<file path="src/rtl/mem_access_stage_pkg.sv">
// ============================================================================
// mem_access_stage_pkg : op codes, FSM encoding and writeback packet type
// Revision: 1.0
// ============================================================================
`default_nettype none

package mem_access_stage_pkg;

   localparam logic [4:0] OP_JAL = 5'b10000;
   localparam logic [4:0] OP_BEQ = 5'b10001;
   localparam logic [4:0] OP_BLT = 5'b10010;
   localparam logic [4:0] OP_LW  = 5'b10100;
   localparam logic [4:0] OP_SW  = 5'b10101;

   typedef enum logic [1:0] {
      ST_IDLE = 2'd0,
      ST_REQ  = 2'd1,
      ST_ERR  = 2'd2
   } mem_state_e;

   typedef struct packed {
      logic        valid;
      logic        wreg;
      logic [4:0]  wnum;
      logic [31:0] wdata;
   } wb_pkt_t;

   function automatic logic is_mem_op(input logic [4:0] op);
      return (op == OP_LW) || (op == OP_SW);
   endfunction

endpackage

`default_nettype wire

</file>
<file path="src/rtl/mem_access_stage_if.sv">
// ============================================================================
// mem_access_stage_if : req/ack data-memory port between stage and memory
// Revision: 1.0
// ============================================================================
`default_nettype none

interface mem_access_stage_if;
   logic        dmem_req_o;
   logic        dmem_we_o;
   logic [31:0] dmem_addr_o;
   logic [31:0] dmem_wdata_o;
   logic [31:0] dmem_rdata_i;
   logic        dmem_ack_i;

   modport master (
      output dmem_req_o, dmem_we_o, dmem_addr_o, dmem_wdata_o,
      input  dmem_rdata_i, dmem_ack_i
   );

   modport slave (
      input  dmem_req_o, dmem_we_o, dmem_addr_o, dmem_wdata_o,
      output dmem_rdata_i, dmem_ack_i
   );
endinterface

`default_nettype wire

</file>
<file path="src/rtl/mem_access_stage_timeout_ctr.sv">
// ============================================================================
// mem_timeout_ctr : counts un-acked REQ cycles, flags the cycle the limit hits
// Revision: 1.0
// ============================================================================
`default_nettype none

module mem_timeout_ctr #(
   parameter int TIMEOUT_CYCLES = 16
) (
   input  wire logic clk,
   input  wire logic rst,
   input  wire logic clr_i,
   input  wire logic inc_i,
   output logic      expired_o
);
   localparam int         CNT_W    = $clog2(TIMEOUT_CYCLES + 1);
   localparam logic [CNT_W-1:0] LAST_CNT = CNT_W'(TIMEOUT_CYCLES - 1);

   logic [CNT_W-1:0] cnt_q, cnt_d;

   always_comb begin
      cnt_d = cnt_q;
      if (clr_i) begin
         cnt_d = '0;
      end else if (inc_i) begin
         cnt_d = cnt_q + CNT_W'(1);
      end
   end

   // Expires on the edge where this increment would reach the limit.
   assign expired_o = inc_i && (cnt_q == LAST_CNT);

   always_ff @(posedge clk) begin
      if (rst) begin
         cnt_q <= '0;
      end else begin
         cnt_q <= cnt_d;
      end
   end
endmodule

`default_nettype wire

</file>
<file path="src/rtl/mem_access_stage.sv">
// ============================================================================
// mem_access_stage : RV32 word load/store stage with registered writeback.
// Optional MEM_TIMEOUT_EN adds a request timeout and the timeout_o port.
// Revision: 1.0
// ============================================================================
`default_nettype none

module mem_access_stage
   import mem_access_stage_pkg::*;
#(
   parameter int TIMEOUT_CYCLES = 16
) (
   input  wire logic          clk,
   input  wire logic          rst,
   input  wire logic          ex_valid_i,
   input  wire logic [4:0]    aluop_i,
   input  wire logic [31:0]   mem_addr_i,
   input  wire logic [31:0]   store_data_i,
   input  wire logic [31:0]   wdata_i,
   input  wire logic [4:0]    wnum_i,
   input  wire logic          wreg_i,
   output logic               stall_o,
   mem_access_stage_if.master dmem,
   output logic               wb_valid_o,
   output logic               wb_wreg_o,
   output logic [4:0]         wb_wnum_o,
   output logic [31:0]        wb_wdata_o,
`ifdef MEM_TIMEOUT_EN
   output logic               timeout_o,
`endif
   output logic               misaligned_o
);
   generate
      if (TIMEOUT_CYCLES < 1) begin : g_bad_timeout
         $error("TIMEOUT_CYCLES must be at least 1");
      end
   endgenerate

   mem_state_e  state_q, state_d;
   logic        req_q, req_d;
   logic        we_q, we_d;
   logic [31:0] addr_q, addr_d;
   logic [31:0] sdata_q, sdata_d;
   logic        wreg_hold_q, wreg_hold_d;
   logic [4:0]  wnum_hold_q, wnum_hold_d;
   logic        mis_q, mis_d;
   wb_pkt_t     wb_q, wb_d;
   logic        accept;
   logic        expired;

`ifdef MEM_TIMEOUT_EN
   mem_timeout_ctr #(
      .TIMEOUT_CYCLES (TIMEOUT_CYCLES)
   ) u_timeout_ctr (
      .clk       (clk),
      .rst       (rst),
      .clr_i     (state_q != ST_REQ),
      .inc_i     ((state_q == ST_REQ) && !dmem.dmem_ack_i),
      .expired_o (expired)
   );
   assign timeout_o = (state_q == ST_ERR);
`else
   assign expired = 1'b0;
`endif

   assign stall_o = (state_q != ST_IDLE);
   assign accept  = ex_valid_i && !stall_o;

   always_comb begin
      state_d     = state_q;
      req_d       = req_q;
      we_d        = we_q;
      addr_d      = addr_q;
      sdata_d     = sdata_q;
      wreg_hold_d = wreg_hold_q;
      wnum_hold_d = wnum_hold_q;
      mis_d       = 1'b0;
      wb_d        = wb_q;
      wb_d.valid  = 1'b0;

      case (state_q)
         ST_IDLE: begin
            if (accept) begin
               if (!is_mem_op(aluop_i)) begin
                  wb_d = '{valid: 1'b1, wreg: wreg_i, wnum: wnum_i, wdata: wdata_i};
               end else if (mem_addr_i[1:0] != 2'b00) begin
                  mis_d = 1'b1;
                  wb_d  = '{valid: 1'b1, wreg: 1'b0, wnum: wnum_i, wdata: 32'd0};
               end else begin
                  state_d     = ST_REQ;
                  req_d       = 1'b1;
                  we_d        = (aluop_i == OP_SW);
                  addr_d      = {mem_addr_i[31:2], 2'b00};
                  sdata_d     = (aluop_i == OP_SW) ? store_data_i : 32'd0;
                  wreg_hold_d = wreg_i;
                  wnum_hold_d = wnum_i;
               end
            end
         end
         ST_REQ: begin
            // A late ack beats the timeout on the same edge.
            if (dmem.dmem_ack_i) begin
               state_d = ST_IDLE;
               req_d   = 1'b0;
               wb_d    = '{valid: 1'b1,
                           wreg:  wreg_hold_q && !we_q,
                           wnum:  wnum_hold_q,
                           wdata: we_q ? 32'd0 : dmem.dmem_rdata_i};
            end else if (expired) begin
               state_d = ST_ERR;
               req_d   = 1'b0;
            end
         end
         default: begin
            state_d = ST_IDLE;
            wb_d    = '{valid: 1'b1, wreg: 1'b0, wnum: wnum_hold_q, wdata: 32'd0};
         end
      endcase
   end

   always_ff @(posedge clk) begin
      if (rst) begin
         state_q     <= ST_IDLE;
         req_q       <= 1'b0;
         we_q        <= 1'b0;
         addr_q      <= 32'd0;
         sdata_q     <= 32'd0;
         wreg_hold_q <= 1'b0;
         wnum_hold_q <= 5'd0;
         mis_q       <= 1'b0;
         wb_q        <= '0;
      end else begin
         state_q     <= state_d;
         req_q       <= req_d;
         we_q        <= we_d;
         addr_q      <= addr_d;
         sdata_q     <= sdata_d;
         wreg_hold_q <= wreg_hold_d;
         wnum_hold_q <= wnum_hold_d;
         mis_q       <= mis_d;
         wb_q        <= wb_d;
      end
   end

   assign dmem.dmem_req_o   = req_q;
   assign dmem.dmem_we_o    = we_q;
   assign dmem.dmem_addr_o  = addr_q;
   assign dmem.dmem_wdata_o = sdata_q;
   assign wb_valid_o        = wb_q.valid;
   assign wb_wreg_o         = wb_q.wreg;
   assign wb_wnum_o         = wb_q.wnum;
   assign wb_wdata_o        = wb_q.wdata;
   assign misaligned_o      = mis_q;
endmodule

`default_nettype wire

</file>
<file path="src/flat_wrapper.sv">
// flat-port wrapper written by rule: the top's interface ports become plain ports
module mem_access_stage_flat import mem_access_stage_pkg::*;
#(
   parameter int TIMEOUT_CYCLES = 16
)
  (clk, rst, ex_valid_i, aluop_i, mem_addr_i, store_data_i, wdata_i, wnum_i, wreg_i, stall_o, wb_valid_o, wb_wreg_o, wb_wnum_o, wb_wdata_o, misaligned_o, dmem_dmem_req_o, dmem_dmem_we_o, dmem_dmem_addr_o, dmem_dmem_wdata_o, dmem_dmem_rdata_i, dmem_dmem_ack_i);
  mem_access_stage_if dmem_i ();
  input  wire logic clk;
  input  wire logic rst;
  input  wire logic ex_valid_i;
  input  wire logic [4:0] aluop_i;
  input  wire logic [31:0] mem_addr_i;
  input  wire logic [31:0] store_data_i;
  input  wire logic [31:0] wdata_i;
  input  wire logic [4:0] wnum_i;
  input  wire logic wreg_i;
  output logic stall_o;
  output logic wb_valid_o;
  output logic wb_wreg_o;
  output logic [4:0] wb_wnum_o;
  output logic [31:0] wb_wdata_o;
  output logic misaligned_o;
  output wire logic [$bits(dmem_i.dmem_req_o)-1:0] dmem_dmem_req_o;
  output wire logic [$bits(dmem_i.dmem_we_o)-1:0] dmem_dmem_we_o;
  output wire logic [$bits(dmem_i.dmem_addr_o)-1:0] dmem_dmem_addr_o;
  output wire logic [$bits(dmem_i.dmem_wdata_o)-1:0] dmem_dmem_wdata_o;
  input wire logic [$bits(dmem_i.dmem_rdata_i)-1:0] dmem_dmem_rdata_i;
  input wire logic [$bits(dmem_i.dmem_ack_i)-1:0] dmem_dmem_ack_i;
  assign dmem_dmem_req_o = dmem_i.dmem_req_o;
  assign dmem_dmem_we_o = dmem_i.dmem_we_o;
  assign dmem_dmem_addr_o = dmem_i.dmem_addr_o;
  assign dmem_dmem_wdata_o = dmem_i.dmem_wdata_o;
  assign dmem_i.dmem_rdata_i = dmem_dmem_rdata_i;
  assign dmem_i.dmem_ack_i = dmem_dmem_ack_i;
  mem_access_stage #(.TIMEOUT_CYCLES(TIMEOUT_CYCLES)) u_core (.clk(clk), .rst(rst), .ex_valid_i(ex_valid_i), .aluop_i(aluop_i), .mem_addr_i(mem_addr_i), .store_data_i(store_data_i), .wdata_i(wdata_i), .wnum_i(wnum_i), .wreg_i(wreg_i), .stall_o(stall_o), .dmem(dmem_i), .wb_valid_o(wb_valid_o), .wb_wreg_o(wb_wreg_o), .wb_wnum_o(wb_wnum_o), .wb_wdata_o(wb_wdata_o), .misaligned_o(misaligned_o));
endmodule
</file>
<file path="config.mk">
export PLATFORM = sky130hd
export DESIGN_NAME = mem_access_stage_flat
export DESIGN_NICKNAME = d
export VERILOG_FILES = /design/src/rtl/mem_access_stage_pkg.sv /design/src/rtl/mem_access_stage_if.sv /design/src/rtl/mem_access_stage_timeout_ctr.sv /design/src/rtl/mem_access_stage.sv /design/src/flat_wrapper.sv
export SDC_FILE = /design/constraint.sdc
export NUM_CORES = 1
export LEC_CHECK = 0
export ABC_AREA = 1
export BUFFER_PORTS_ARGS = -buffer_cell sky130_fd_sc_hd__clkbuf_2
export CAP_MARGIN = 20
export CELL_PAD_IN_SITES_DETAIL_PLACEMENT = 1
export CELL_PAD_IN_SITES_GLOBAL_PLACEMENT = 2
export CORE_UTILIZATION = 22
export DETAILED_ROUTE_END_ITERATION = 10
export GPL_ROUTABILITY_DRIVEN = 0
export PLACE_DENSITY = 0.81
export SETUP_SLACK_MARGIN = 0.3
export SLEW_MARGIN = 20
export SYNTH_ARGS = -nofsm -noshare
export SYNTH_HDL_FRONTEND = slang
export SYNTH_SLANG_ARGS = --single-unit
export TNS_END_PERCENT = 10
</file>
<file path="constraint.sdc">
create_clock -name clk -period 1.5 [get_ports clk]
set_input_delay 0.3 -clock clk [delete_from_list [all_inputs] [get_ports clk]]
set_output_delay 0.3 -clock clk [all_outputs]
set_load 0.02 [all_outputs]
</file>
==> results of run 1 <==
[flip-flops by register name (all words and copies together) (netlist names)]
name / cells
u_core.dmem.dmem_wdata_o: 32
u_core.wnum_hold_q: 5
u_core.wreg_hold_q: 1
u_core.misaligned_o: 1
u_core.wb_wdata_o: 32
u_core.dmem.dmem_we_o: 1
u_core.wb_valid_o: 1
u_core.wb_wreg_o: 1
u_core.state_q: 1
u_core.wb_wnum_o: 5
u_core.dmem.dmem_addr_o: 30
[power groups by stage]
stage | Combinational, mW | Sequential [mW] | Clock, mW
4_1_cts | 0.747 | 3.03 | 2.63
2_1_floorplan | 0.280 | 3.18 | 0
5_1_grt | 0.847 | 3.04 | 2.73
3_3_place_gp | 0.733 | 3.09 | 0
3_5_place_dp | 0.734 | 3.09 | 0
6_report | 0.768 | 3.03 | 2.52
[synthesized netlist by cell type, drive strengths merged]
master  instances
nor2           59
o21ai          21
inv            13
conb            1
clkinv          1
clkbuf         37
nor4            1
a21oi          87
dfxtp         110
nand3          97
a31oi          12
buf            16
nand2         155
[metal layers]
layer / up-vias / share of wire [%]
li1: 2491 / -
met1: 2255 / 43
met2: 130 / 49
met3: 13 / 6.0
met4: 0 / 1.4
met5: - / 0
[cells by family after synthesis]
kind of cell	share of synthesized area, %
AND/OR/NAND/NOR	29.81
AO/OA/AOI/OAI	13.85
flip-flops	49.55
buffers and inverters	6.701
other	0.08438
[worst min-delay path by stage]
stage / to / slack [ps] / cells past startpoint
2_1_floorplan: u_core.dmem.dmem_addr_o[25] / 440 / 2
3_3_place_gp: u_core.dmem.dmem_addr_o[16] / 450 / 2
3_5_place_dp: u_core.dmem.dmem_addr_o[5] / 450 / 2
4_1_cts: u_core.dmem.dmem_addr_o[25] / 150 / 3
5_1_grt: u_core.dmem.dmem_addr_o[26] / 160 / 3
6_report: u_core.dmem.dmem_addr_o[25] / 170 / 3
[worst max-delay path, stage by stage (launching register included)]
cell	delay, ps
dfxtp_4	390
inv_4	40
nand2_4	90
nor2_4	50
buf_6	130
inv_8	110
buf_12	140
nand2_1	70
a21oi_1	190
[stage by stage]
step	cell area, um^2	worst slack (ps)	setup TNS [ps]	hold WS (ps)
final	6749	208.3	0	171.9
after global placement	6106	2.176	0	446.8
after detailed placement	6106	-43.14	-618.1	451.7
after CTS	6555	209.5	0	154.6
after floorplan	4616	268.4	0	436.0
after global routing	6749	112.5	0	160.0
[area by class of cell]
| class | count | area (um^2) | share of cell area [%] |
|---|---|---|---|
| repair buffers | 281 | 1799 | 26.66 |
| clock buffers | 9 | 225.2 | 3.337 |
| inverters | 14 | 82.58 | 1.224 |
| flip-flops and latches | 110 | 2207 | 32.70 |
| clock inverters | 7 | 81.33 | 1.205 |
| multi-input cells | 434 | 2022 | 29.96 |
| well taps | 265 | 331.6 | 4.913 |
[timing repair]
action | 4_1_cts | 5_1_grt
gates resized for setup | 10 | 30
hold buffers | 0 | 0
pin swaps | 1 | 1
buffers inserted | 2 | 2
endpoints found under the setup margin | 112 | 168
gates cloned | 3 | 5
==> qor.txt, run 1 <==
IO Pins -> 250
number of synthesized register bits -> 110
Sequential Power Share -> 47.9%
worst r2r src -> u_core.state_q[0]
share of the synthesized area in the top cell type -> 49.55%
area grow syn2layout -> 51.86%
# fillers -> 2,518
Worst Path Arrival -> 1560 ps
Reg2Reg Depth -> 8
synth warn -> 0
1st-iter DRT viols -> 133
DR vias -> 4,889
switching pwr -> 1.676 mW
synth unique cells -> 21
commonest non-fill, non-tap cell in the layout -> clkbuf_2
minimum clock period -> 1292 ps
top cells by area, synth -> dfxtp_1, nand2_1, nand3_1
CP Launch Type -> flop
placed cells -> 1,092
cts bufs inserted -> 9
Setup Viol. Count Final -> 0
CTS tree -> done
reg2reg end -> u_core.dmem.dmem_wdata_o[14]
Root Buffer -> clkbuf_16
Post-Layout Cell Count -> 1,120
initial antenna violation count -> 0
CP endpoint kind -> flop
Die Ht -> 144.1 um
clock share of power -> 39.9%
Hold Path Class -> in -> reg
most frequent cells in the layout -> clkbuf_2, nand2_1, dfxtp_1
Crit Path Max Fanout -> 11
Initial Utilization -> 22.61%
Cell Area, Synth -> 0.004444 mm^2
Ant. Diodes -> 0
PD cells -> 936.1 mW/mm^2
Routed WL -> 17,330 um
leading area contributor after synthesis -> dfxtp_1
Critical Path End -> u_core.dmem.dmem_wdata_o[14]
utilization after layout -> 34.34%
Clock Skew -> 10.62 ps
first-pass GRT wire length -> 25,370 um
FMAX -> 774.2 MHz
global route overflow -> 0
GRT met3 Usage -> 4.007%
clock tree buffer depth -> 2
clk_lat worst skew -> 350 ps
Core Region -> 0.01965 mm^2
layout cells sized above 1 -> 37.66%
register area share after synthesis -> 49.55%
HPWL after DPL -> 11,630 um
Leakage -> 3.089 nW
Final Slew Violations -> 0
clk slew on worst S/H paths -> 80 ps
largest net degree at the start of global routing -> 36
met1 Resource Use GR -> 19.21%
Gate power share -> 12.2%
First-pass DRT Iterations -> 4
Die Width -> 144.1 um
Tcrit/Tclk final -> 86.11%
# nets final -> 993
Critical Path RT -> 1770 ps
GR peak layer -> met2
post-synthesis cell count -> 610
Via density -> 4.365
Core Rows -> 51
max cap viols -> 0
Avg WL per Cell -> 15.48 um
syn avg cell area -> 7.286 um^2
Die ar. -> 0.02077 mm^2
total power -> 6.318 mW
Pint -> 4.641 mW
maximum VDD drop -> 0.0004787 V
vias in the first global route -> 4,671
status -> finished clean
I/O Buffers -> 247
met2 GRT Util -> 27.26%
RSZ-0062 raised after global routing -> true
Routed Antenna Nets -> 0
clock sinks -> 110
final hold violation count -> 0
H-tree depth -> 3
sw frac -> 26.53%
Critical Path Source -> u_core.state_q[0]
hold_sp -> mem_addr_i[25]
aggregate global-route resource usage -> 15.85%
crit path kind -> reg -> reg
drc violations -> 0
worst reg2reg setup slack -> 210 ps
No activity file was read; power rests on OpenSTA's default activity.
==> run 2: changes to the inputs <==
--- a/config.mk
+++ b/config.mk
@@ -14,6 +14,7 @@
 export DETAILED_ROUTE_END_ITERATION = 10
 export GPL_ROUTABILITY_DRIVEN = 0
 export PLACE_DENSITY = 0.81
+export REMOVE_ABC_BUFFERS = 1
 export SETUP_SLACK_MARGIN = 0.3
 export SLEW_MARGIN = 20
 export SYNTH_ARGS = -nofsm -noshare
==> run 2 against run 1 <==
Net effect: sequential share of layout area fell by 0.52 points; via count rose by 2.3%; fmax rose by 0.20%; clock power fell by 9.9%; non-clock buffer count rose by 8; clock skew fell by 1.6 ps; sequential cell count did not move; global-route usage barely moved; critical path type unchanged.
==> qor.txt, run 2 (synthesis results as in run 1) <==
layout cells sized above 1 -> 40.02% (was 37.66%)
crit path cell chain -> inv_2 > nand2_4 > nor2_4 > buf_12 > buf_12 > clkbuf_16 > nand2_2 > a21oi_2 (was inv_4 > nand2_4 > nor2_4 > buf_6 > inv_8 > buf_12 > nand2_1 > a21oi_1)
clk slew on worst S/H paths -> 80 ps (about the same)
clock tree buffer depth -> 2 (unchanged)
FMAX -> 775.7 MHz (was 774.2 MHz)
reg2reg end -> u_core.wnum_hold_q[3] (was u_core.dmem.dmem_wdata_o[14])
Via density -> 4.439 (was 4.365)
Initial Utilization -> 22.61% (unchanged)
placed cells -> 1,098 (was 1,092)
maximum VDD drop -> 0.0004791 V (was 0.0004787 V)
H-tree depth -> 3 (unchanged)
Die ar. -> 0.02077 mm^2 (unchanged)
vias in the first global route -> 4,924 (was 4,671)
PD cells -> 885.7 mW/mm^2 (was 936.1 mW/mm^2)
Final Slew Violations -> 0 (unchanged)
Critical Path RT -> 1790 ps (was 1770 ps)
dpl ws -> -63.28 ps (was -43.14 ps)
Slowest cell on crit path -> dfxtp_2 (was dfxtp_4)
IO Pins -> 250 (unchanged)
PnR worst setup slack -> 210.9 ps (was 208.3 ps)
Setup Viol. Count Final -> 0 (unchanged)
most frequent cells in the layout -> clkbuf_2, nand2_1, dfxtp_1 (unchanged)
Routed Antenna Nets -> 0 (unchanged)
Leakage -> 3.129 nW (was 3.089 nW)
area grow syn2layout -> 54.05% (was 51.86%)
Die Width -> 144.1 um (unchanged)
RSZ-0062 raised after global routing -> true (unchanged)
Avg WL per Cell -> 15.83 um (was 15.48 um)
Crit path top cell by count -> buf_12
First-pass DRT Iterations -> 4 (unchanged)
Core Region -> 0.01965 mm^2 (unchanged)
Routed WL -> 17,850 um (was 17,330 um)
CTS tree -> done (unchanged)
Worst Path Arrival -> 1580 ps (was 1560 ps)
worst r2r src -> u_core.state_q[0] (unchanged)
HPWL after DPL -> 11,760 um (was 11,630 um)
crit path kind -> reg -> reg (unchanged)
Die Ht -> 144.1 um (unchanged)
Reg2Reg Depth -> 8 (unchanged)
CP Launch Type -> flop (unchanged)
global route overflow -> 0 (unchanged)
# nets final -> 1,001 (was 993)
utilization after layout -> 34.84% (was 34.34%)
Clock Skew -> 9.022 ps (was 10.62 ps)
Root Buffer -> clkbuf_16 (unchanged)
initial antenna violation count -> 0 (unchanged)
aggregate global-route resource usage -> 15.87% (was 15.85%)
CP endpoint kind -> flop (unchanged)
Critical Path End -> u_core.wnum_hold_q[3] (was u_core.dmem.dmem_wdata_o[14])
worst reg2reg setup slack -> 210 ps (about the same)
total negative slack -> 0 ps (unchanged)
first-pass GRT wire length -> 25,510 um (was 25,370 um)
final hold violation count -> 0 (unchanged)
CTS Hold Buffers Added -> 0 (unchanged)
Core Rows -> 51 (unchanged)
total power -> 6.064 mW (was 6.318 mW)
I/O Buffers -> 247 (unchanged)
Post-Layout Cell Count -> 1,127 (was 1,120)
clk_lat worst skew -> 350 ps (about the same)
status -> finished clean (unchanged)
clock sinks -> 110 (unchanged)
Ant. Diodes -> 0 (unchanged)
commonest non-fill, non-tap cell in the layout -> clkbuf_2 (unchanged)
DR vias -> 5,003 (was 4,889)
1st-iter DRT viols -> 141 (was 133)
Tcrit/Tclk final -> 85.94% (was 86.11%)
Critical Path Source -> u_core.state_q[0] (unchanged)
max cap viols -> 0 (unchanged)
Crit Path Max Fanout -> 6 (was 11)
delay of the slowest cell on the worst path -> 340 ps (was 390 ps)
drc violations -> 0 (unchanged)
largest net degree at the start of global routing -> 46 (was 36)
Hold Path Class -> in -> reg (unchanged)
cts bufs inserted -> 9 (unchanged)
minimum clock period -> 1289 ps (was 1292 ps)
[run 2: critical path: cells and delay by family (launching register included)]
family / cells / cell delay, ps
flops: 1 / 340
buf+inv: 4 / 510
compound gates: 1 / 110
simple gates: 3 / 250
[run 2: worst min-delay path by stage]
stage | slack (ps) | start | endpoint | cells after the start
detailed placement | 450 | u_core.wreg_hold_q | u_core.wreg_hold_q | 2
CTS | 160 | mem_addr_i[2] | u_core.dmem.dmem_addr_o[2] | 3
floorplan | 370 | rst | u_core.dmem.dmem_addr_o[10] | 1
finish | 170 | mem_addr_i[11] | u_core.dmem.dmem_addr_o[11] | 3
global placement | 450 | u_core.dmem.dmem_addr_o[21] | u_core.dmem.dmem_addr_o[21] | 2
global route | 170 | mem_addr_i[10] | u_core.dmem.dmem_addr_o[10] | 3
[run 2: per-stage QoR]
step	instance area (um^2)	hold WS [ps]
6_report	6847	170.5
4_1_cts	6487	157.0
3_5_place_dp	6106	452.1
2_1_floorplan	4203	369.1
3_3_place_gp	6106	447.5
5_1_grt	6847	168.7
[run 2: timing repair]
action | in CTS | in global routing
resized for setup | 22 | 33
cloned | 1 | 9
buffers inserted | 1 | 3
endpoints found under the setup margin | 114 | 181
pin swaps | 3 | 18
[run 2: area by class of cell]
cell class	count	area [um^2]
Multi-Input combinational cell	434	2074
Tap cell	265	331.6
Clock inverter	5	35.03
Sequential cell	110	2203
Inverter	14	63.81
Clock buffer	10	229.0
Timing Repair Buffer	289	1909
Fill cell	2473	12810
[run 2: power breakdown]
group / total (mW) / leakage (nW) / switching (mW) / internal, mW
clock: 2.27 / 0.129 / 1.15 / 1.13
combinational: 0.759 / 2.11 / 0.433 / 0.326
sequential: 3.03 / 0.895 / 0.0380 / 2.99
total: 6.06 / 3.13 / 1.62 / 4.44
[run 2: metal layers]
metal / global-route usage (%) / vias up / routed length (um)
met1: 17.83 / 2320 / 7753
li1: - / 2508 / -
met5: 0 / - / 0
met3: 6.026 / 12 / 1544
met2: 27.97 / 163 / 8325
met4: 4.155 / 0 / 222
==> run 3: changes to the inputs <==
--- a/config.mk
+++ b/config.mk
@@ -13,7 +13,7 @@
 export CORE_UTILIZATION = 22
 export DETAILED_ROUTE_END_ITERATION = 10
 export GPL_ROUTABILITY_DRIVEN = 0
-export PLACE_DENSITY = 0.81
+export PLACE_DENSITY_LB_ADDON = 0.2
 export REMOVE_ABC_BUFFERS = 1
 export SETUP_SLACK_MARGIN = 0.3
 export SLEW_MARGIN = 20
==> run 3 against run 2 <==
Net effect: first-iteration DRC count rose by 0.71%; non-clock buffer count did not move; critical endpoint is now u_core.dmem.dmem_wdata_o[23]; die area did not move; design area fell by 0.13%; clock power rose by 7%; sequential cell count did not move; worst hold slack got worse by 4.1 ps.
==> qor.txt, run 3 (synthesis results as in run 1) <==
global route overflow -> 0 (unchanged)
Initial Utilization -> 22.61% (unchanged)
Core Rows -> 51 (unchanged)
I/O Buffers -> 247 (unchanged)
crit path kind -> reg -> reg (unchanged)
CTS tree -> done (unchanged)
most frequent cells in the layout -> clkbuf_2, nand2_1, dfxtp_1 (unchanged)
WHS Path Cells -> 3 (unchanged)
Ant. Diodes -> 0 (unchanged)
max cap viols -> 0 (unchanged)
clock sinks -> 110 (unchanged)
PD cells -> 909.3 mW/mm^2 (was 885.7 mW/mm^2)
cts bufs inserted -> 9 (unchanged)
Clock Skew -> 8.234 ps (was 9.022 ps)
minimum clock period -> 1321 ps (was 1289 ps)
# fillers -> 2,491 (was 2,473)
DR vias -> 5,040 (was 5,003)
Routed WL -> 18,070 um (was 17,850 um)
worst r2r src -> u_core.state_q[0] (unchanged)
clk slew on worst S/H paths -> 80 ps (about the same)
Die ar. -> 0.02077 mm^2 (unchanged)
IO Pins -> 250 (unchanged)
RSZ-0062 raised after global routing -> true (unchanged)
status -> finished clean (unchanged)
total power -> 6.217 mW (was 6.064 mW)
Avg WL per Cell -> 16.02 um (was 15.83 um)
hold_sp -> mem_addr_i[5] (was mem_addr_i[11])
Die Width -> 144.1 um (unchanged)
Slew HR -> 58.44%
1st-iter DRT viols -> 142 (was 141)
initial antenna violation count -> 0 (unchanged)
Crit Path Max Fanout -> 8 (was 6)
reg2reg end -> u_core.dmem.dmem_wdata_o[23] (was u_core.wnum_hold_q[3])
Die Ht -> 144.1 um (unchanged)
First-pass DRT Iterations -> 4 (unchanged)
# nets final -> 1,001 (unchanged)
dpl ws -> -58.97 ps (was -63.28 ps)
PnR worst setup slack -> 178.9 ps (was 210.9 ps)
Hold WS -> 166.4 ps (was 170.5 ps)
largest net degree at the start of global routing -> 60 (was 46)
area grow syn2layout -> 53.86% (was 54.05%)
Worst Path Arrival -> 1600 ps (was 1580 ps)
Tcrit/Tclk final -> 88.07% (was 85.94%)
worst reg2reg setup slack -> 180 ps (was 210 ps)
layout cells sized above 1 -> 39.98% (was 40.02%)
Reg2Reg Depth -> 8 (unchanged)
Critical Path RT -> 1780 ps (was 1790 ps)
commonest non-fill, non-tap cell in the layout -> clkbuf_2 (unchanged)
maximum VDD drop -> 0.0005085 V (was 0.0004791 V)
HPWL after DPL -> 11,990 um (was 11,760 um)
vias in the first global route -> 5,016 (was 4,924)
Routed Antenna Nets -> 0 (unchanged)
hold path endpoint -> u_core.dmem.dmem_addr_o[5] (was u_core.dmem.dmem_addr_o[11])
Root Buffer -> clkbuf_16 (unchanged)
aggregate global-route resource usage -> 17.00% (was 15.87%)
first-pass GRT wire length -> 26,810 um (was 25,510 um)
Core Region -> 0.01965 mm^2 (unchanged)
clk_lat worst skew -> 360 ps (was 350 ps)
FMAX -> 757.0 MHz (was 775.7 MHz)
Via density -> 4.468 (was 4.439)
drc violations -> 0 (unchanged)
CP endpoint kind -> flop (unchanged)
Setup Viol. Count Final -> 0 (unchanged)
Final Slew Violations -> 0 (unchanged)
H-tree depth -> 3 (unchanged)
Leakage -> 3.099 nW (was 3.129 nW)
final hold violation count -> 0 (unchanged)
clock tree buffer depth -> 2 (unchanged)
CP Launch Type -> flop (unchanged)
worst slew pin tran -> 622.7 ps
Hold Path Class -> in -> reg (unchanged)
-- run 3: worst max-delay path by stage --
| stage | to | cells past startpoint | start |
|---|---|---|---|
| after floorplan | u_core.wb_wdata_o[0] | 8 | u_core.state_q[0] |
| after global placement | u_core.dmem.dmem_wdata_o[1] | 7 | aluop_i[1] |
| after detailed placement | u_core.dmem.dmem_wdata_o[10] | 7 | aluop_i[1] |
| after CTS | u_core.dmem.dmem_addr_o[15] | 9 | u_core.state_q[0] |
| after global routing | u_core.dmem.dmem_wdata_o[23] | 8 | u_core.state_q[0] |
| final | u_core.dmem.dmem_wdata_o[23] | 8 | u_core.state_q[0] |
-- run 3: final cells by class --
type | count | area, um^2 | area share [%]
multi-input cells | 434 | 2062 | 30.16
clock inverters | 6 | 61.31 | 0.8966
clock buffers | 10 | 229.0 | 3.349
well taps | 265 | 331.6 | 4.849
repair buffers | 289 | 1889 | 27.63
inverters | 14 | 61.31 | 0.8966
flip-flops and latches | 110 | 2203 | 32.22
-- run 3: layer usage --
layer | GRT usage, % | wire length [um] | up-vias
li1 | - | - | 2508
met1 | 19.40 | 7663 | 2337
met2 | 29.29 | 8499 | 179
met3 | 5.960 | 1605 | 16
met4 | 5.928 | 296 | 0
met5 | 0 | 0 | -
-- run 3: where the power goes --
part	switching (mW)	total (mW)	internal (mW)
combinational	0.433	0.749	0.316
clock	1.14	2.44	1.30
sequential	0.0365	3.03	2.99
total	1.61	6.22	4.60
-- run 3: worst max-delay path, stage by stage, from the launching register on --
cell     delay [ps]
dfxtp_2         330
inv_2            70
nand2_4          60
nor2_4          140
buf_4           140
buf_12          130
buf_16          130
nand3_1          80
a21oi_1         150
-- run 3: timing repair --
action	in CTS	in global routing
buffers inserted	8	2
endpoints found under the setup margin	121	189
pin swaps	3	19
hold buffers	0	0
cloned	7	2
gates resized for setup	24	30
-- run 3: per-stage QoR --
step           TNS [ps]  instances  instance area, um^2  util [%]
2_1_floorplan    -90500        558                 4203         -
3_3_place_gp          0       1093                 6046     30.76
3_5_place_dp     -254.6       1093                 6046     30.76
4_1_cts               0       1124                 6673     33.95
5_1_grt               0       1128                 6838     34.79
6_report              0       1128                 6838     34.79
